File: config.mk
export PLATFORM = sky130hd
export DESIGN_NAME = serial_bus_arbiter
export DESIGN_NICKNAME = d
export VERILOG_FILES = /design/src/rtl/serial_bus_arbiter.sv
export SDC_FILE = /design/constraint.sdc
export NUM_CORES = 1
export LEC_CHECK = 0
export ABC_AREA = 0
export CORE_MARGIN = 5
export CORE_UTILIZATION = 57
export DETAILED_ROUTE_END_ITERATION = 8
export HOLD_SLACK_MARGIN = 0.05
export PLACE_DENSITY = 0.82
export RECOVER_POWER = 50
export SETUP_SLACK_MARGIN = 0.15
export SYNTH_ARGS = -nofsm -noshare
export SYNTH_HDL_FRONTEND = slang
export SYNTH_SLANG_ARGS = --single-unit
File: constraint.sdc
create_clock -name clk -period 2.1 [get_ports clk]
set_input_delay 0.42 -clock clk [delete_from_list [all_inputs] [get_ports clk]]
set_output_delay 0.42 -clock clk [all_outputs]
set_load 0.1 [all_outputs]
File: src/rtl/serial_bus_arbiter.sv
// Fixed-priority arbiter for a shared serial bus: decodes per-master request
// frames, runs the grant/ack/release handshake and drives one-hot bus selects.

module serial_bus_arbiter_rx #(
    parameter int SLAVE_ID_WIDTH = 2
) (
    input  logic                      clk,
    input  logic                      rstN,
    input  logic                      en,
    input  logic                      bitIn,
    output logic                      frameOk,
    output logic [SLAVE_ID_WIDTH-1:0] frameId
);
    localparam int FRAME = 3 + SLAVE_ID_WIDTH;
    localparam int CNT_W = $clog2(FRAME);

    logic             busy;
    logic [CNT_W-1:0] bitCnt;
    logic [FRAME-2:0] shiftReg;
    logic [FRAME-1:0] frame;

    // frame is the full word as it will look once the current bit is shifted in
    assign frame   = {shiftReg, bitIn};
    assign frameOk = en && busy && (bitCnt == CNT_W'(FRAME - 1)) && (frame[FRAME-1 -: 3] == 3'b111);
    assign frameId = frame[SLAVE_ID_WIDTH-1:0];

    always_ff @(posedge clk or negedge rstN) begin
        if (!rstN) begin
            busy     <= 1'b0;
            bitCnt   <= '0;
            shiftReg <= '0;
        end else if (!en) begin
            busy     <= 1'b0;
            bitCnt   <= '0;
            shiftReg <= '0;
        end else if (!busy) begin
            if (bitIn) begin
                busy     <= 1'b1;
                bitCnt   <= CNT_W'(1);
                shiftReg <= {{(FRAME-2){1'b0}}, 1'b1};
            end
        end else begin
            shiftReg <= frame[FRAME-2:0];
            if (bitCnt == CNT_W'(FRAME - 1)) begin
                busy   <= 1'b0;
                bitCnt <= '0;
            end else begin
                bitCnt <= bitCnt + CNT_W'(1);
            end
        end
    end
endmodule

module serial_bus_arbiter #(
    parameter  int NUM_MASTERS    = 2,
    parameter  int SLAVE_ID_WIDTH = 2,
    parameter  int ACK_TIMEOUT    = 8,
    parameter  int PREEMPT_EN     = 1,
    localparam int IDX_W          = (NUM_MASTERS > 1) ? $clog2(NUM_MASTERS) : 1
) (
    input  logic                      clk,
    input  logic                      rstN,
    input  logic [NUM_MASTERS-1:0]    arbSend,
    output logic [NUM_MASTERS-1:0]    arbCont,
    output logic [NUM_MASTERS-1:0]    grant,
    output logic                      grantValid,
    output logic [IDX_W-1:0]          grantIdx,
    output logic [SLAVE_ID_WIDTH-1:0] grantSlaveId
);
    localparam int CNT_W = (ACK_TIMEOUT > 4) ? $clog2(ACK_TIMEOUT) : 2;

    typedef enum logic [2:0] {IDLE, GRANT, ACK_WAIT, BUSY, PREEMPT, RELEASE_WAIT} state_t;

    state_t                                        state, stateNext;
    logic   [IDX_W-1:0]                            owner, ownerNext, winIdx;
    logic   [CNT_W-1:0]                            cnt, cntNext;
    logic   [1:0]                                  ackRun, ackRunNext;
    logic   [NUM_MASTERS-1:0]                      pending, rxOk, rxEn, clrMask;
    logic   [NUM_MASTERS-1:0][SLAVE_ID_WIDTH-1:0]  ids, rxId;
    logic                                          anyPend, higherPend, ownSend;

    // The owner's line carries ack/release, so its frame decoder is parked.
    for (genvar m = 0; m < NUM_MASTERS; m++) begin : gRx
        assign rxEn[m] = (state == IDLE) || (owner != IDX_W'(m));
        serial_bus_arbiter_rx #(.SLAVE_ID_WIDTH(SLAVE_ID_WIDTH)) uRx (
            .clk     (clk),
            .rstN    (rstN),
            .en      (rxEn[m]),
            .bitIn   (arbSend[m]),
            .frameOk (rxOk[m]),
            .frameId (rxId[m])
        );
    end

    always_comb begin
        winIdx     = '0;
        anyPend    = |pending;
        higherPend = 1'b0;
        for (int m = NUM_MASTERS - 1; m >= 0; m--)
            if (pending[m]) winIdx = IDX_W'(m);
        for (int m = 0; m < NUM_MASTERS; m++)
            if (m < int'(owner) && pending[m]) higherPend = 1'b1;
    end

    assign ownSend = arbSend[owner];

    always_ff @(posedge clk or negedge rstN) begin
        if (!rstN) begin
            state   <= IDLE;
            owner   <= '0;
            cnt     <= '0;
            ackRun  <= '0;
            pending <= '0;
            ids     <= '0;
        end else begin
            state   <= stateNext;
            owner   <= ownerNext;
            cnt     <= cntNext;
            ackRun  <= ackRunNext;
            pending <= (pending & ~clrMask) | rxOk;
            for (int m = 0; m < NUM_MASTERS; m++)
                if (rxOk[m]) ids[m] <= rxId[m];
        end
    end

    always_comb begin
        stateNext  = state;
        ownerNext  = owner;
        cntNext    = cnt;
        ackRunNext = ackRun;
        clrMask    = '0;
        case (state)
            IDLE: if (anyPend) begin
                ownerNext       = winIdx;
                clrMask[winIdx] = 1'b1;
                cntNext         = '0;
                stateNext       = GRANT;
            end
            GRANT: if (cnt == CNT_W'(2)) begin
                cntNext    = '0;
                ackRunNext = '0;
                stateNext  = ACK_WAIT;
            end else begin
                cntNext = cnt + CNT_W'(1);
            end
            ACK_WAIT: begin
                // an ack completing on the last allowed cycle still wins
                cntNext    = cnt + CNT_W'(1);
                ackRunNext = ownSend ? ackRun + 2'd1 : 2'd0;
                if (ownSend && ackRun == 2'd2)
                    stateNext = BUSY;
                else if (cnt == CNT_W'(ACK_TIMEOUT - 1))
                    stateNext = IDLE;
            end
            BUSY: if (ownSend) begin
                stateNext = IDLE;
            end else if (PREEMPT_EN != 0 && higherPend) begin
                cntNext   = '0;
                stateNext = PREEMPT;
            end
            PREEMPT: if (cnt == CNT_W'(2)) begin
                stateNext = RELEASE_WAIT;
            end else begin
                cntNext = cnt + CNT_W'(1);
            end
            RELEASE_WAIT: if (ownSend) stateNext = IDLE;
            default: stateNext = IDLE;
        endcase
    end

    always_comb begin
        arbCont      = '0;
        grant        = '0;
        grantValid   = 1'b0;
        grantIdx     = '0;
        grantSlaveId = '0;
        if (state == GRANT || state == PREEMPT) arbCont[owner] = 1'b1;
        if (state == BUSY || state == PREEMPT || state == RELEASE_WAIT) begin
            grant[owner] = 1'b1;
            grantValid   = 1'b1;
            grantIdx     = owner;
            grantSlaveId = ids[owner];
        end
    end
endmodule
==> flow_summary.toml <==
[finish]
post-route-util_pct = 79.48
layout.nets = 217
drive_gt1_share_pct = 30.58
synthToLayoutAreaGrowth_pct = 31.51
fill_cells = 182
antenna_cells = 0

[floorplan]
initial_core_util_pct = 60.44
num_rows = 19
die_x_um = 64.54
io_pins = 12
coreArea_um2 = 2805
die_area_um2 = 4165
die_h_um = 64.54

[worst_setup_path]
cp_num_buf_inv = 3
arrival_ps = 1620
path_max_fanout = 5
crit_chain = "buf_6, nor2b_4, a21oi_4, buf_6, nor2b_4, buf_12"
cp-start-kind = "register"
critPathKind = "register to output pin"
critPathMaxStageDelay_ps = 450
cp-end-kind = "output pin"
worstPathRequired_ps = 1680
path_delay_family = "flip-flops"
slowest_stage = "dfrtp_2"

[yosys]
synth_area_leaders = "dfrtp_1 46%, ha_1 5.9%, nor2_1 5.8%, mux2_2 4.6%, a21oi_1 3.5%"
async_flop_share_pct = 100.0
avgSynthCellArea_um2 = 9.744
synth_fa_ha_area_share_pct = 5.904
syn-num-nets = 186
yosys.area.top_type = "dfrtp_1"
yosysWarnings = 0
syn_area_um2 = 1695
synth_compound_area_share_pct = 14.46
synth.most_common_cell = "dfrtp_1"
synth.distinct_cells = 39
yosysSeqAreaShare_pct = 45.76
synthesis.instances = 174
synth_common_cells = "31 x dfrtp_1, 26 x nor2_1, 13 x inv_1, 12 x a21oi_1, 9 x nand2_1"
synth_top_flop_cell = "dfrtp_1"
muxShareOfSynthArea_pct = 8.782
synth-edff-count = 0
yosys.area_share.simple_pct = 18.60
synth-seq-cells = 31
synth_top_family_by_area = "simple AND/OR/NAND/NOR gates"
netlist.area_leader.share_pct = 45.76
synth_xor_area_share_pct = 1.033

[sta]
maxSlewViolCount = 0
rsz0062_at_grt = "yes"
setup_viol = 0
fmax_mhz = 491.4
finalHoldViolCount = 0
worst_slack_ps = 64.81
min_period_ps = 2035
finalCritPeriodShare_pct = 96.91
relSlewSlack_pct = 48.96
setup_tns_ps = 0
clock_skew_ps = 7.428
tightest_slew_ps = 765.7

[power]
p_leak_nw = 1.016
vdd_drop_max_mv = 0.8945
finalPower_mw = 2.910
power_density_nw_per_um2 = 1305

[cts]
clockRootBuffer = "clkbuf_4"
cts_htree_levels = 2
clock_latency_ps = 340
hold_buffers = 0
numCtsBuffers = 5
clockBufferDepth = 2
cts.sinks = 31
clk_pin_slew_ps = 90
cts_tree = "yes"

[placement]
io_buffer_count = 11
place_ws_ps = 166.7
hpwl_mm = 2.554
place.gp.congestion = 0.8290

[drt]
wl_per_cell_um = 16.40
dr.first_iter.drc_count = 66
viasPerCell = 5.899
drc_errors = 0
dr.pass1.iters = 4
drtAntennaViolNets = 0
wl_mm = 3.887
vias = 1398

[flow_run]
maxCapViolCount = 0

[global_route]
antenna_found_initial = 0
grt_pass1_vias = 1472
grt_max_degree = 32
grt_pass1_wl_mm = 6.706
gr-total-overflow = 0
grt.total_usage_pct = 21.13

[outcome]
outcome = "finished clean"

[hold_path]
hp-class = "register to register"
-- final cells by class --
class / instances / area, um2 / share of cell area [%]
multi-input combinational: 122 / 924.6 / 41.47
tap: 31 / 38.79 / 1.740
inverter: 13 / 48.80 / 2.189
clock buffer: 7 / 65.06 / 2.918
timing repair buffer: 32 / 364.1 / 16.33
clock inverter: 1 / 7.507 / 0.3367
sequential: 31 / 780.7 / 35.02
-- worst reg2reg max path: stages (launching register included) --
cell and delay (ps):
dfrtp_2 430, buf_4 150, or3_1 450, and2_1 240, nor3_4 230, mux2_2 350
-- sequential cells by signal, summed over array words and instances (netlist names) --
register	flops
gRx.uRx.shiftReg	8
gRx.uRx.bitCnt	6
ids	4
cnt	3
state	3
ackRun	2
gRx.uRx.busy	2
pending	2
owner	1
-- logic make-up (layout without fill, tap and decap cells) --
logic type | count (synthesis) | count (layout)
flops | 31 | 31
mux | 13 | 13
fa+ha+maj | 8 | 8
compound gates | 37 | 37
simple gates | 62 | 62
buf+inv | 21 | 53
xor+xnor | 2 | 2
-- routing by layer --
metal / GRT usage [%] / up-vias / part of all wire (%)
met5: 0 / - / 0
met2: 37.50 / 45 / 53
li1: - / 667 / -
met1: 22.95 / 671 / 39
met4: 8.707 / 0 / 2.6
met3: 7.427 / 15 / 4.8
-- placed cells by master, fill, tap and decap left out, types with 2 or more instances in the layout --
master | synthesis | routed
dfrtp_1 | 31 | 27
ha_1 | 8 | 8
o21a_1 | 2 | 2
a21oi_1 | 12 | 11
buf_4 | 1 | 14
a22oi_1 | 5 | 5
nor2b_1 | 5 | 2
clkbuf_8 | 0 | 2
inv_1 | 13 | 13
buf_12 | 0 | 8
nand3_1 | 5 | 5
buf_6 | 1 | 4
nor2_4 | 0 | 3
o21ai_0 | 6 | 6
dfrtp_2 | 0 | 4
nor3_1 | 4 | 3
mux2_4 | 2 | 2
mux2_2 | 7 | 7
nand2_1 | 9 | 9
clkdlybuf4s50_1 | 0 | 2
a211oi_1 | 2 | 2
nor2b_4 | 0 | 3
nor2_1 | 26 | 23
nor3_4 | 2 | 3
nand2b_1 | 3 | 3
and3_1 | 3 | 3
mux2i_1 | 4 | 4
clkbuf_4 | 0 | 5
-- path summary, 6_finish.rpt --
check	from	endpoint	slack, ps	cells past startpoint
setup / recovery	state[1]$_DFFE_PN0P_	grantIdx	60	6
hold / removal	ackRun[0]$_DFFE_PN0P_	ackRun[0]$_DFFE_PN0P_	480	1
setup reg to reg	state[0]$_DFFE_PN0P_	ids[2]$_DFFE_PN0P_	150	5
hold reg to reg	ackRun[0]$_DFFE_PN0P_	ackRun[0]$_DFFE_PN0P_	480	1
max in group asynchronous	rstN	state[1]$_DFFE_PN0P_	900	2
min in group asynchronous	rstN	gRx[0].uRx.busy$_DFF_PN0_	660	2
-- metrics by stage --
step,hold slack (ps),cells,cell area (um2)
floorplan,124.4,174,1814
global placement,458.7,218,2039
detailed placement,472.9,218,2039
CTS,468.4,235,2212
global route,504.8,237,2230
finish,482.6,237,2230
-- power by group --
group / internal (mW) / leakage [nW] / switching [mW]
sequential: 0.811 / 0.393 / 0.199
combinational: 0.677 / 0.586 / 0.815
clock: 0.195 / 0.0375 / 0.213
total: 1.68 / 1.02 / 1.23
-- repair_timing --
item                       CTS  global route
buffers inserted             9             2
cloned                       0             0
setup endpoints to repair    8            10
pin swaps                    4             4
gates resized for setup      7             3
Note: power is estimated with default switching activity, not from simulation.
